$ cat src/rtl/alu_control_mdu_pkg.sv
// Shared definitions for alu_control_mdu: ALU control codes, R-type funct codes,
// the multiply/divide sequencer states and the decoded multiply/divide request.
package alu_control_mdu_pkg;

    localparam logic [3:0] ALU_AND     = 4'b0000,
                           ALU_OR      = 4'b0001,
                           ALU_ADD     = 4'b0010,
                           ALU_SUB     = 4'b0110,
                           ALU_SLT     = 4'b0111,
                           ALU_NOR     = 4'b1100,
                           ALU_INVALID = 4'b1111;

    localparam logic [5:0] FN_ADD   = 6'b100000,
                           FN_SUB   = 6'b100010,
                           FN_AND   = 6'b100100,
                           FN_OR    = 6'b100101,
                           FN_SLT   = 6'b101010,
                           FN_NOR   = 6'b100111,
                           FN_MULT  = 6'b011000,
                           FN_MULTU = 6'b011001,
                           FN_DIV   = 6'b011010,
                           FN_DIVU  = 6'b011011,
                           FN_MFHI  = 6'b010000,
                           FN_MTHI  = 6'b010001,
                           FN_MFLO  = 6'b010010,
                           FN_MTLO  = 6'b010011;

    typedef logic [1:0] md_state_t;
    localparam md_state_t ST_IDLE = 2'd0,
                          ST_BUSY = 2'd1,
                          ST_FIX  = 2'd2;

    typedef enum logic [2:0] {
        MD_NONE, MD_MUL, MD_DIV, MD_MTHI, MD_MTLO, MD_MFHI, MD_MFLO
    } md_op_e;

    typedef struct packed {
        md_op_e op;
        logic   sgn;
    } md_dec_t;

endpackage

$ cat src/rtl/alu_control_mdu_iter.sv
// Iterative multiply/divide datapath: one shift-add or restoring shift-subtract step
// per cycle on operand magnitudes, sign-corrected results. Divider only with ALU_CONTROL_MDU_DIV_EN.
module mdu_iter #(
    parameter int WIDTH = 32
) (
    input  logic             clk,
    input  logic             reset,
    input  logic             start_i,
    input  logic             step_i,
    input  logic             signed_i,
`ifdef ALU_CONTROL_MDU_DIV_EN
    input  logic             div_i,
    output logic             div_zero_o,
`endif
    input  logic [WIDTH-1:0] a_i,
    input  logic [WIDTH-1:0] b_i,
    output logic [WIDTH-1:0] hi_o,
    output logic [WIDTH-1:0] lo_o
);

    localparam int W2 = 2 * WIDTH;

    logic [W2-1:0]    acc_q, acc_d;
    logic [WIDTH-1:0] b_q, b_d;
    logic             neg_lo_q, neg_lo_d;
    logic [WIDTH-1:0] mag_a, mag_b;
    logic [WIDTH:0]   mul_sum;
    logic [W2-1:0]    mul_next, product;

    assign mag_a = (signed_i && a_i[WIDTH-1]) ? -a_i : a_i;
    assign mag_b = (signed_i && b_i[WIDTH-1]) ? -b_i : b_i;

    // Multiply: acc = {partial product, remaining multiplier bits}, shifted right each step.
    assign mul_sum  = {1'b0, acc_q[W2-1:WIDTH]} + (acc_q[0] ? {1'b0, b_q} : '0);
    assign mul_next = {mul_sum, acc_q[WIDTH-1:1]};
    assign product  = neg_lo_q ? -acc_q : acc_q;

`ifdef ALU_CONTROL_MDU_DIV_EN
    logic             neg_hi_q, neg_hi_d;
    logic             div_q, div_d;
    logic [WIDTH:0]   div_r, div_diff;
    logic [W2-1:0]    div_next;

    assign div_zero_o = div_i && (b_i == '0);

    // Divide: acc = {remainder, dividend bits shifting out / quotient bits shifting in}.
    assign div_r    = acc_q[W2-1:WIDTH-1];
    assign div_diff = div_r - {1'b0, b_q};
    assign div_next = div_diff[WIDTH] ? {div_r[WIDTH-1:0], acc_q[WIDTH-2:0], 1'b0}
                                      : {div_diff[WIDTH-1:0], acc_q[WIDTH-2:0], 1'b1};

    always_comb begin
        hi_o = product[W2-1:WIDTH];
        lo_o = product[WIDTH-1:0];
        if (div_q) begin
            hi_o = neg_hi_q ? -acc_q[W2-1:WIDTH] : acc_q[W2-1:WIDTH];
            lo_o = neg_lo_q ? -acc_q[WIDTH-1:0]  : acc_q[WIDTH-1:0];
        end
    end
`else
    assign hi_o = product[W2-1:WIDTH];
    assign lo_o = product[WIDTH-1:0];
`endif

    always_comb begin
        acc_d    = acc_q;
        b_d      = b_q;
        neg_lo_d = neg_lo_q;
`ifdef ALU_CONTROL_MDU_DIV_EN
        neg_hi_d = neg_hi_q;
        div_d    = div_q;
`endif
        if (start_i) begin
            acc_d    = {{WIDTH{1'b0}}, mag_a};
            b_d      = mag_b;
            neg_lo_d = signed_i && (a_i[WIDTH-1] ^ b_i[WIDTH-1]);
`ifdef ALU_CONTROL_MDU_DIV_EN
            div_d    = div_i;
            neg_hi_d = signed_i && a_i[WIDTH-1];
            // Divide by zero preloads the final answer; no steps follow.
            if (div_zero_o) begin
                acc_d    = {a_i, {WIDTH{1'b1}}};
                neg_lo_d = 1'b0;
                neg_hi_d = 1'b0;
            end
`endif
        end else if (step_i) begin
`ifdef ALU_CONTROL_MDU_DIV_EN
            acc_d = div_q ? div_next : mul_next;
`else
            acc_d = mul_next;
`endif
        end
    end

    always_ff @(posedge clk or posedge reset) begin
        if (reset) begin
            acc_q    <= '0;
            b_q      <= '0;
            neg_lo_q <= 1'b0;
`ifdef ALU_CONTROL_MDU_DIV_EN
            neg_hi_q <= 1'b0;
            div_q    <= 1'b0;
`endif
        end else begin
            acc_q    <= acc_d;
            b_q      <= b_d;
            neg_lo_q <= neg_lo_d;
`ifdef ALU_CONTROL_MDU_DIV_EN
            neg_hi_q <= neg_hi_d;
            div_q    <= div_d;
`endif
        end
    end

endmodule

$ cat src/rtl/alu_control_mdu.sv
// ALU control decoder with an attached multi-cycle multiply/divide unit and HI/LO registers.
// Define ALU_CONTROL_MDU_DIV_EN to include DIV/DIVU; otherwise they decode as illegal.
module alu_control_mdu
    import alu_control_mdu_pkg::*;
#(
    parameter int WIDTH  = 32,
    parameter int CTRL_W = 4
) (
    input  logic              clk,
    input  logic              reset,
    input  logic              inm,
    input  logic [1:0]        alu_op,
    input  logic [5:0]        funct,
    input  logic [CTRL_W-1:0] alu_op_final,
    input  logic              issue,
    input  logic [WIDTH-1:0]  rs_val,
    input  logic [WIDTH-1:0]  rt_val,
    output logic [CTRL_W-1:0] control,
    output logic              illegal,
    output logic              md_busy,
    output logic              stall,
    output logic [WIDTH-1:0]  hilo_data,
    output logic              hilo_valid
);

    localparam int CNT_W = $clog2(WIDTH + 1);

    md_state_t        state_q, state_d;
    logic [CNT_W-1:0] cnt_q, cnt_d;
    logic [WIDTH-1:0] hi_q, hi_d, lo_q, lo_d;
    md_dec_t          dec;
    logic             md_req, md_go, md_start, md_step, div_zero;
    logic [WIDTH-1:0] res_hi, res_lo;

    always_comb begin
        // NOTE: every output of a combinational block gets a default first, so no path
        // leaves it unassigned and no latch is inferred.
        control = CTRL_W'(ALU_INVALID);
        illegal = 1'b0;
        dec.op  = MD_NONE;
        dec.sgn = 1'b0;
        if (inm) begin
            control = alu_op_final;
        end else begin
            case (alu_op)
                2'b00: control = CTRL_W'(ALU_ADD);
                2'b01: control = CTRL_W'(ALU_SUB);
                2'b11: begin
                    control = CTRL_W'(ALU_AND);
                    illegal = 1'b1;
                end
                default: begin
                    case (funct)
                        FN_ADD:   control = CTRL_W'(ALU_ADD);
                        FN_SUB:   control = CTRL_W'(ALU_SUB);
                        FN_AND:   control = CTRL_W'(ALU_AND);
                        FN_OR:    control = CTRL_W'(ALU_OR);
                        FN_SLT:   control = CTRL_W'(ALU_SLT);
                        FN_NOR:   control = CTRL_W'(ALU_NOR);
                        FN_MULT:  begin control = CTRL_W'(ALU_AND); dec.op = MD_MUL; dec.sgn = 1'b1; end
                        FN_MULTU: begin control = CTRL_W'(ALU_AND); dec.op = MD_MUL; end
`ifdef ALU_CONTROL_MDU_DIV_EN
                        FN_DIV:   begin control = CTRL_W'(ALU_AND); dec.op = MD_DIV; dec.sgn = 1'b1; end
                        FN_DIVU:  begin control = CTRL_W'(ALU_AND); dec.op = MD_DIV; end
`endif
                        FN_MFHI:  begin control = CTRL_W'(ALU_AND); dec.op = MD_MFHI; end
                        FN_MTHI:  begin control = CTRL_W'(ALU_AND); dec.op = MD_MTHI; end
                        FN_MFLO:  begin control = CTRL_W'(ALU_AND); dec.op = MD_MFLO; end
                        FN_MTLO:  begin control = CTRL_W'(ALU_AND); dec.op = MD_MTLO; end
                        default:  illegal = 1'b1;
                    endcase
                end
            endcase
        end
    end

    // An MD instruction arriving while the sequencer is occupied is held, then executes in IDLE.
    assign md_req     = issue && (dec.op != MD_NONE);
    assign stall      = md_req && (state_q != ST_IDLE);
    assign md_go      = md_req && (state_q == ST_IDLE) && !reset;
    assign md_busy    = (state_q != ST_IDLE);
    assign hilo_valid = md_go && (dec.op == MD_MFHI || dec.op == MD_MFLO);
    assign hilo_data  = !md_go               ? '0   :
                        (dec.op == MD_MFHI)  ? hi_q :
                        (dec.op == MD_MFLO)  ? lo_q : '0;

    always_comb begin
        state_d  = state_q;
        cnt_d    = cnt_q;
        hi_d     = hi_q;
        lo_d     = lo_q;
        md_start = 1'b0;
        md_step  = 1'b0;
        case (state_q)
            ST_IDLE: begin
                if (md_go) begin
                    case (dec.op)
                        MD_MUL, MD_DIV: begin
                            md_start = 1'b1;
                            if (div_zero) begin
                                state_d = ST_FIX;
                            end else begin
                                state_d = ST_BUSY;
                                cnt_d   = CNT_W'(WIDTH);
                            end
                        end
                        MD_MTHI: hi_d = rs_val;
                        MD_MTLO: lo_d = rs_val;
                        default: ;
                    endcase
                end
            end
            ST_BUSY: begin
                md_step = 1'b1;
                cnt_d   = cnt_q - CNT_W'(1);
                if (cnt_q == CNT_W'(1)) state_d = ST_FIX;
            end
            ST_FIX: begin
                hi_d    = res_hi;
                lo_d    = res_lo;
                state_d = ST_IDLE;
            end
            default: state_d = ST_IDLE;
        endcase
    end

    mdu_iter #(.WIDTH(WIDTH)) u_iter (
        .clk        (clk),
        .reset      (reset),
        .start_i    (md_start),
        .step_i     (md_step),
        .signed_i   (dec.sgn),
`ifdef ALU_CONTROL_MDU_DIV_EN
        .div_i      (dec.op == MD_DIV),
        .div_zero_o (div_zero),
`endif
        .a_i        (rs_val),
        .b_i        (rt_val),
        .hi_o       (res_hi),
        .lo_o       (res_lo)
    );

`ifndef ALU_CONTROL_MDU_DIV_EN
    assign div_zero = 1'b0;
`endif

    // NOTE: state registers use non-blocking assignments so every flop samples
    // pre-edge values, independent of block ordering.
    always_ff @(posedge clk or posedge reset) begin
        if (reset) begin
            state_q <= ST_IDLE;
            cnt_q   <= '0;
            hi_q    <= '0;
            lo_q    <= '0;
        end else begin
            state_q <= state_d;
            cnt_q   <= cnt_d;
            hi_q    <= hi_d;
            lo_q    <= lo_d;
        end
    end

endmodule

$ cat config.mk
export PLATFORM = sky130hd
export DESIGN_NAME = alu_control_mdu
export DESIGN_NICKNAME = d
export VERILOG_FILES = /design/src/rtl/alu_control_mdu_pkg.sv /design/src/rtl/alu_control_mdu_iter.sv /design/src/rtl/alu_control_mdu.sv
export SDC_FILE = /design/constraint.sdc
export NUM_CORES = 1
export LEC_CHECK = 0
export ABC_AREA = 1
export CAP_MARGIN = 20
export CORE_ASPECT_RATIO = 0.8
export CORE_MARGIN = 4
export CORE_UTILIZATION = 46
export DETAILED_ROUTE_END_ITERATION = 10
export HOLD_SLACK_MARGIN = 0.08
export PLACE_DENSITY_LB_ADDON = 0.3
export SLEW_MARGIN = 20
export SYNTH_ARGS = -nofsm -noshare
export SYNTH_HDL_FRONTEND = slang
export SYNTH_SLANG_ARGS = --single-unit
export TNS_END_PERCENT = 30
$ cat constraint.sdc
create_clock -name clk -period 7.45 [get_ports clk]
set_clock_uncertainty 0.1 [all_clocks]
set_input_delay 2.235 -clock clk [delete_from_list [all_inputs] [get_ports clk]]
set_output_delay 2.235 -clock clk [all_outputs]
set_load 0.01 [all_outputs]
==> summary.md, run 1 <==
| Metric | Value |
|---|---|
| WP data arrival | `4.76 ns` |
| Post-route DRC violation count | `0` |
| Die area | `35200 um2` |
| Critical path's top delay family | `buffers and inverters` |
| Area Overhead vs Synth | `14.4%` |
| Row count | `58` |
| Core area | `31600 um2` |
| Routed Antenna Nets | `0` |
| R2R Path Start | `state_q[0]$_DFFE_PP0P_` |
| Layout cells sized above 1 | `3.71%` |
| Top-count cell post-synth | `nand2_1` |
| RSZ-0062 raised after global routing | `false` |
| Beginning of the worst hold path | `u_iter.b_q[19]$_DFFE_PP0P_` |
| Top post-synthesis cells by area | `dfrtp_1 29%, nand2_1 19%, nand3_1 9.4%, nor2_1 8.7%, inv_1 7.9%` |
| CP max FO | `41` |
| Worst-Skew Late Latency | `0.46 ns` |
| Total wire length | `57500 um` |
| IR drop worst, VDD | `0.000148 V` |
| Slew Limit Fails | `0` |
| Global-route wire length before repair | `89500 um` |
| Worst Tran Pin Value | `0.975 ns` |
| Vias | `16700` |
| Post-Syn Area | `14800 um2` |
| H-tree Lvls | `4` |
| Hold Path Class | `flop to flop` |
| Diodes inserted | `0` |
| Setup Viol. Count Final | `0` |
| Chip Width | `209 um` |
| Int Power | `0.00198 W` |
| Die Ht | `169 um` |
| Dominant cell type by area after synthesis | `dfrtp_1` |
| Fmax | `141 MHz` |
| Vias in the first global route | `15900` |
| Crit path kind | `primary input to output port` |
| Register share of total power | `40.0%` |
| Reg-to-reg critical path endpoint | `hi_q[23]$_DFFE_PP0P_` |
| Clock Power Share | `29.0%` |
| Clock buffer count from CTS | `17` |
| CP max-delay cell | `clkdlybuf4s50_1` |
| Hold EP | `u_iter.b_q[19]$_DFFE_PP0P_` |
| TritonCTS clock tree | `built` |
| Pin count of the biggest net entering global routing | `86` |
| Crit path time final | `7.10 ns` |
| P_leak | `8.03 nW` |
| Reg2reg path depth | `8` |
| Switching Share | `41.1%` |
| Synth top area share | `28.5%` |
| Asr flop ratio synth | `100%` |
| Vias per cell | `5.59` |
| Crit path launch type | `primary input` |
| Nets | `2664` |
| WL/cell | `19.3 um` |
| Synth unique cells | `45` |
| Starting density of the core | `46.9%` |
| Hold WS | `0.389 ns` |
| Worst hold stages | `2` |
| Max Buffers Root-to-Sink | `2` |
| Setup tns final | `0 ns` |
| Synth Instances | `2476` |
| Period utilization | `95.3%` |
| GPL Wtd Cong | `0.977` |
| Yosys reg bits | `169` |
| P_sw | `0.00138 W` |
| Tot GR Track Use | `32.3%` |
| 1st-iter DRT viols | `1693` |
| Sequential area share after synthesis | `28.5%` |
| Post-synth EDFFs | `0` |
| Comb power frac | `31.0%` |
| Worst-path clk slew | `0.07 ns` |
| PwrDens | `198 nW/um2` |
| Slew margin rel. | `34.9%` |
| Antenna violations before repair | `0` |
| Drt first pass iters | `6` |
| Max incr delay on CP | `0.55 ns` |
| Ys Warns | `0` |
| Hold Vio Cnt, Final | `0` |
| Synthesized net count | `2594` |
| FF-to-FF setup slack | `4.06 ns` |
| Status | `finished clean` |
| Boundary Pins | `120` |
| Crit-path cells | `clkdlybuf4s50_1 -> inv_2 -> nand3_2 -> nor2_4 -> buf_12 -> nand3_1 -> o22ai_1 -> inv_1 -> nor2_1 -> clkdlybuf4s50_1` |
| Post-DP HPWL | `45300 um` |
| Top cells by count, synth | `755 x nand2_1, 345 x nor2_1, 313 x inv_1` |
| Post-synth top flop | `dfrtp_1` |
| # clock sinks | `169` |
| Worst EP required | `5.12 ns` |
| Worst path bufs/invs | `5` |
| Root Driver | `clkbuf_16` |
| Congestion Overflow GR | `0` |
| Critical path capture point type | `output port` |
| Syn Area/Cell | `5.98 um2` |
| Most used cell, CP | `clkdlybuf4s50_1` |
| Max-cap violations | `0` |
| I/O Buffers | `119` |
worst reg2reg max path: stages (launching register included):
cell,delay [ns]
dfrtp_1,0.45
nor2_1,0.28
inv_1,0.12
nor2_2,0.29
nand4_2,0.64
nand2_2,0.81
inv_2,0.30
nor2_1,0.22
a21oi_1,0.08
worst max path at each step:
stage | start | endpoint | slack [ns] | cells past startpoint
detailed placement | inm | hilo_data[26] | 0.12 | 11
finish | inm | hilo_data[13] | 0.35 | 10
floorplan | reset | u_iter.acc_q[18]$_DFFE_PP0P_ | 0.35 | 7
global placement | funct[1] | hilo_data[22] | 0.25 | 9
global route | inm | hilo_data[26] | 0.16 | 11
CTS | inm | hilo_data[26] | 0.11 | 11
repair_timing:
item,in CTS,in global routing
gates resized for setup,0,1
buffers inserted,0,0
setup endpoints to repair,0,30
hold buffers,0,0
metrics by stage:
step | area [um2] | power (W) | setup WS (ns) | cells | util [%]
global placement | 16300 | 0.00236 | 0.250 | 2947 | 51.7
finish | 17000 | 0.00335 | 0.353 | 2979 | 53.7
detailed placement | 16300 | 0.00237 | 0.122 | 2947 | 51.7
global route | 17000 | 0.00355 | 0.160 | 2979 | 53.7
floorplan | 14800 | 0.00198 | 0.349 | 2476 | -
CTS | 16900 | 0.00333 | 0.113 | 2979 | 53.7
cell type report:
cell class | instances | area (um2)
repair buffers | 134 | 1320
clock inverters | 15 | 199
multi-input cells | 1901 | 9040
well taps | 420 | 526
fillers | 3369 | 14600
flip-flops and latches | 169 | 4230
inverters | 323 | 1220
clock buffers | 17 | 425
power groups by stage:
stage | clock [W] | sequential, W | combinational (W)
final | 0.000972 | 0.00134 | 0.00104
after global routing | 0.00101 | 0.00136 | 0.00118
after CTS | 0.000975 | 0.00133 | 0.00103
after detailed placement | 0 | 0.00135 | 0.00102
after global placement | 0 | 0.00135 | 0.00101
after floorplan | 0 | 0.00124 | 0.000738
logic make-up (layout without fill, tap and decap cells):
group	Yosys count	in the layout	synth area share, %
simple gates	1503	1503	42.9
buf+inv	406	489	10.7
compound gates	294	294	10.8
flops	169	169	28.5
xor+xnor	66	66	3.90
fa+ha+maj	38	38	3.26
sequential cells by signal (all words and copies together) (netlist names):
register	count
u_iter.acc_q	64
hi_q	32
lo_q	32
u_iter.b_q	32
cnt_q	6
state_q	2
u_iter.neg_lo_q	1
layer usage:
| layer | GRT usage [%] | vias to the layer above | part of all wire [%] |
|---|---|---|---|
| li1 | - | 8062 | - |
| met1 | 42.8 | 7780 | 43 |
| met2 | 52.3 | 679 | 45 |
| met3 | 4.30 | 136 | 6.6 |
| met4 | 16.2 | 0 | 5.5 |
| met5 | 0 | - | 0 |
layout by cell type, fill, tap and decap left out, drive strengths merged, types with 6 or more instances in the layout:
cell and n:
nand2 763, o21ai 119, o211ai 13, nand3b 6
o21bai 11, nor3 24, inv 330, xnor2 8
o22ai 26, clkdlybuf4s50 119, xor2 58, a21oi 109
clkbuf 17, a31oi 6, dfrtp 169, nand4 59
nor2 355, or2 11, buf 15, nand3 280
ha 37
Note: power is estimated with default switching activity, not from simulation.
==> run 2: changes to the inputs <==
--- a/config.mk
+++ b/config.mk
@@ -12,6 +12,7 @@
 export CORE_UTILIZATION = 46
 export DETAILED_ROUTE_END_ITERATION = 10
 export HOLD_SLACK_MARGIN = 0.08
+export MAX_ROUTING_LAYER = met4
 export PLACE_DENSITY_LB_ADDON = 0.3
 export SLEW_MARGIN = 20
 export SYNTH_ARGS = -nofsm -noshare
==> run 2 against run 1 <==
Against the previous run:
- clock power fell by 4.3%
- final area barely moved
- total power fell by 1.0%
- sequential share of layout area barely moved
- critical path type unchanged
- largest power group unchanged
==> summary.md, run 2 (synthesized netlist as in run 1, its figures left out) <==
| Metric | Value |
|---|---|
| Crit-path cells | `clkdlybuf4s50_1 -> nor3_1 -> nand2_1 -> nand3_2 -> nand2_1 -> inv_2 -> nand2_4 -> a21oi_1 -> clkdlybuf4s50_1` |
| Starting density of the core | `46.9% (unchanged)` |
| Critical path capture point type | `output port` |
| Pin count of the biggest net entering global routing | `86 (unchanged)` |
| RSZ-0062 raised after global routing | `false` |
| Nets | `2667 (+0.11%)` |
| Core area | `31600 um2 (unchanged)` |
| Commonest non-fill, non-tap cells in the layout | `755 x nand2_1, 343 x nor2_1, 312 x inv_1` |
| Row count | `58 (unchanged)` |
| P_sw | `0.00138 W (about the same)` |
| Clock Power Share | `28.0% (-1.0 points)` |
| Worst-path clk slew | `0.07 ns (about the same)` |
| Layout Cells excl Fill | `2982 (+0.10%)` |
| WP data arrival | `4.77 ns (about the same)` |
| GR met3 Demand/Resource | `4.15% (-0.15 points)` |
| Hold Path Class | `flop to flop` |
| PwrDens | `196 nW/um2 (-1.0%)` |
| Multi-input logic area | `9040 um2 (unchanged)` |
| Tot GR Track Use | `33.1% (+0.85 points)` |
| Root Driver | `clkbuf_16` |
| Global-route wire length before repair | `89000 um (-0.56%)` |
| FF+latch area | `4230 um2 (unchanged)` |
| Clock buffer count from CTS | `17 (unchanged)` |
| Slew Limit Fails | `0 (unchanged)` |
| Congestion Overflow GR | `0 (unchanged)` |
| Area Overhead vs Synth | `14.4% (about the same)` |
| CP max FO | `34 (-17%)` |
| Crit path kind | `primary input to output port` |
| Critical path's top delay family | `buffers and inverters` |
| Largest Register | `u_iter.acc_q` |
| Worst-Skew Late Latency | `0.46 ns (about the same)` |
| # clock sinks | `169 (unchanged)` |
| Total wire length | `57200 um (-0.43%)` |
| Crit path time final | `7.11 ns (+0.0102 ns)` |
| Largest register FFs | `64 (unchanged)` |
| Worst EP required | `5.12 ns (about the same)` |
| Layout cells sized above 1 | `3.83% (+0.11 points)` |
| Boundary Pins | `120 (unchanged)` |
| Post-Place Cells | `2950 (+0.10%)` |
| 1st-iter DRT viols | `1887 (+11%)` |
| Chip Width | `209 um (unchanged)` |
| Int Power | `0.00194 W (-1.7%)` |
| Slew margin rel. | `33.2% (-1.7 points)` |
| Post-CTS Setup Repair Bufs | `0 (unchanged)` |
| Diodes inserted | `0 (unchanged)` |
| Setup tns final | `0 ns (unchanged)` |
| Fin worst setup slack | `0.343 ns (-0.0102 ns)` |
| Grt met2 use | `52.5% (+0.17 points)` |
| Period utilization | `95.4% (+0.14 points)` |
| Register share of total power | `40.3% (+0.3 points)` |
| Antenna violations before repair | `0 (unchanged)` |
| GR peak layer | `met2` |
| WL/cell | `19.2 um (-0.53%)` |
| Overall power | `0.00332 W (-1.0%)` |
| Crit path launch type | `primary input` |
| Vias per cell | `5.60 (+0.22%)` |
| Hold Vio Cnt, Final | `0 (unchanged)` |
| Switching Share | `41.5% (+0.42 points)` |
| Met1 Use GR | `43.0% (+0.16 points)` |
| Status | `finished clean` |
| Drt first pass iters | `6 (unchanged)` |
| GPL Wtd Cong | `1.01 (+3.0%)` |
| Vias in the first global route | `15600 (-1.8%)` |
| Worst Tran Pin Value | `1.00 ns (+0.0270 ns)` |
| I/O Buffers | `119 (unchanged)` |
| P_leak | `8.03 nW (about the same)` |
| Worst path bufs/invs | `3 (-2)` |
| Die Ht | `169 um (unchanged)` |
| TritonCTS clock tree | `built` |
| Die area | `35200 um2 (unchanged)` |
| Vias | `16700 (+0.32%)` |
| Fill count | `3266 (-3.1%)` |
| Comb power frac | `31.6% (+0.6 points)` |
| Commonest non-fill, non-tap cell in the layout | `nand2_1` |
| Post-route DRC violation count | `0 (unchanged)` |
| Max incr delay on CP | `0.57 ns (+0.02 ns)` |
| Setup WS pre-CTS | `0.151 ns (+0.0291 ns)` |
| Max-cap violations | `0 (unchanged)` |
| CP max-delay cell | `clkdlybuf4s50_1` |
| Routed Antenna Nets | `0 (unchanged)` |
| H-tree Lvls | `4 (unchanged)` |
| Max Buffers Root-to-Sink | `2 (unchanged)` |
| Setup Viol. Count Final | `0 (unchanged)` |
| Fmax | `141 MHz (-0.14%)` |
| IR drop worst, VDD | `0.000156 V (+5.6%)` |
| Post-DP HPWL | `45400 um (+0.37%)` |
run 2: changes by cell type in the layout (fill, tap and decap cells not counted):
cell | previous run | this run
inv_8 | 2 | 4
buf_4 | 14 | 17
clkinv_8 | 3 | 2
inv_6 | 7 | 4
bufinv_16 | 2 | 1
clkinv_4 | 0 | 3
run 2: worst paths after layout:
kind	from	to	slack, ns	cells after the start
worst max-delay path	funct[1]	hilo_data[19]	0.34	9
worst min-delay path	lo_q[11]$_DFFE_PP0P_	lo_q[11]$_DFFE_PP0P_	0.38	2
worst max register to register	u_iter.acc_q[0]$_DFFE_PP0P_	hi_q[2]$_DFFE_PP0P_	4.20	12
worst min register to register	lo_q[11]$_DFFE_PP0P_	lo_q[11]$_DFFE_PP0P_	0.38	2
max in group asynchronous	reset	hi_q[16]$_DFFE_PP0P_	3.12	4
min in group asynchronous	reset	state_q[1]$_DFFE_PP0P_	2.10	2
run 2: repair_timing:
item                                   4_1_cts  5_1_grt
endpoints found under the hold margin        0        0
resized for setup                            0        1
hold buffers                                 0        0
setup endpoints to repair                    0       22
run 2: metrics by stage:
step | area, um2 | util, % | hold slack, ns
after floorplan | 14800 | - | 0.342
after global placement | 16300 | 51.8 | 0.372
after detailed placement | 16300 | 51.8 | 0.367
after CTS | 16900 | 53.7 | 0.387
after global routing | 16900 | 53.7 | 0.407
final | 16900 | 53.7 | 0.381
run 2: cell type report:
class	instances	share of cell area, %
Multi-Input combinational cell	1901	53.3
Sequential cell	169	25.0
Timing Repair Buffer	137	7.90
Inverter	323	7.18
Tap cell	420	3.10
Clock buffer	17	2.51
Clock inverter	15	1.03
run 2: power by group through the flow:
stage	Clock, W	Sequential (W)	Combinational (W)
3_3_place_gp	0	0.00135	0.00101
4_1_cts	0.000941	0.00133	0.00104
3_5_place_dp	0	0.00134	0.00103
6_report	0.000930	0.00134	0.00105
5_1_grt	0.000979	0.00136	0.00119
2_1_floorplan	0	0.00124	0.000738
run 2: worst min-delay path, stage by stage, from the launching register on:
cell and delay [ns]:
dfrtp_1 0.34, nand2_1 0.05, nand2_1 0.05
run 2: layer usage:
layer / wire, um / part of all wire, %
met5: 0 / 0
met4: 2940 / 5.1
met3: 4000 / 7.0
met2: 25800 / 45
met1: 24500 / 43
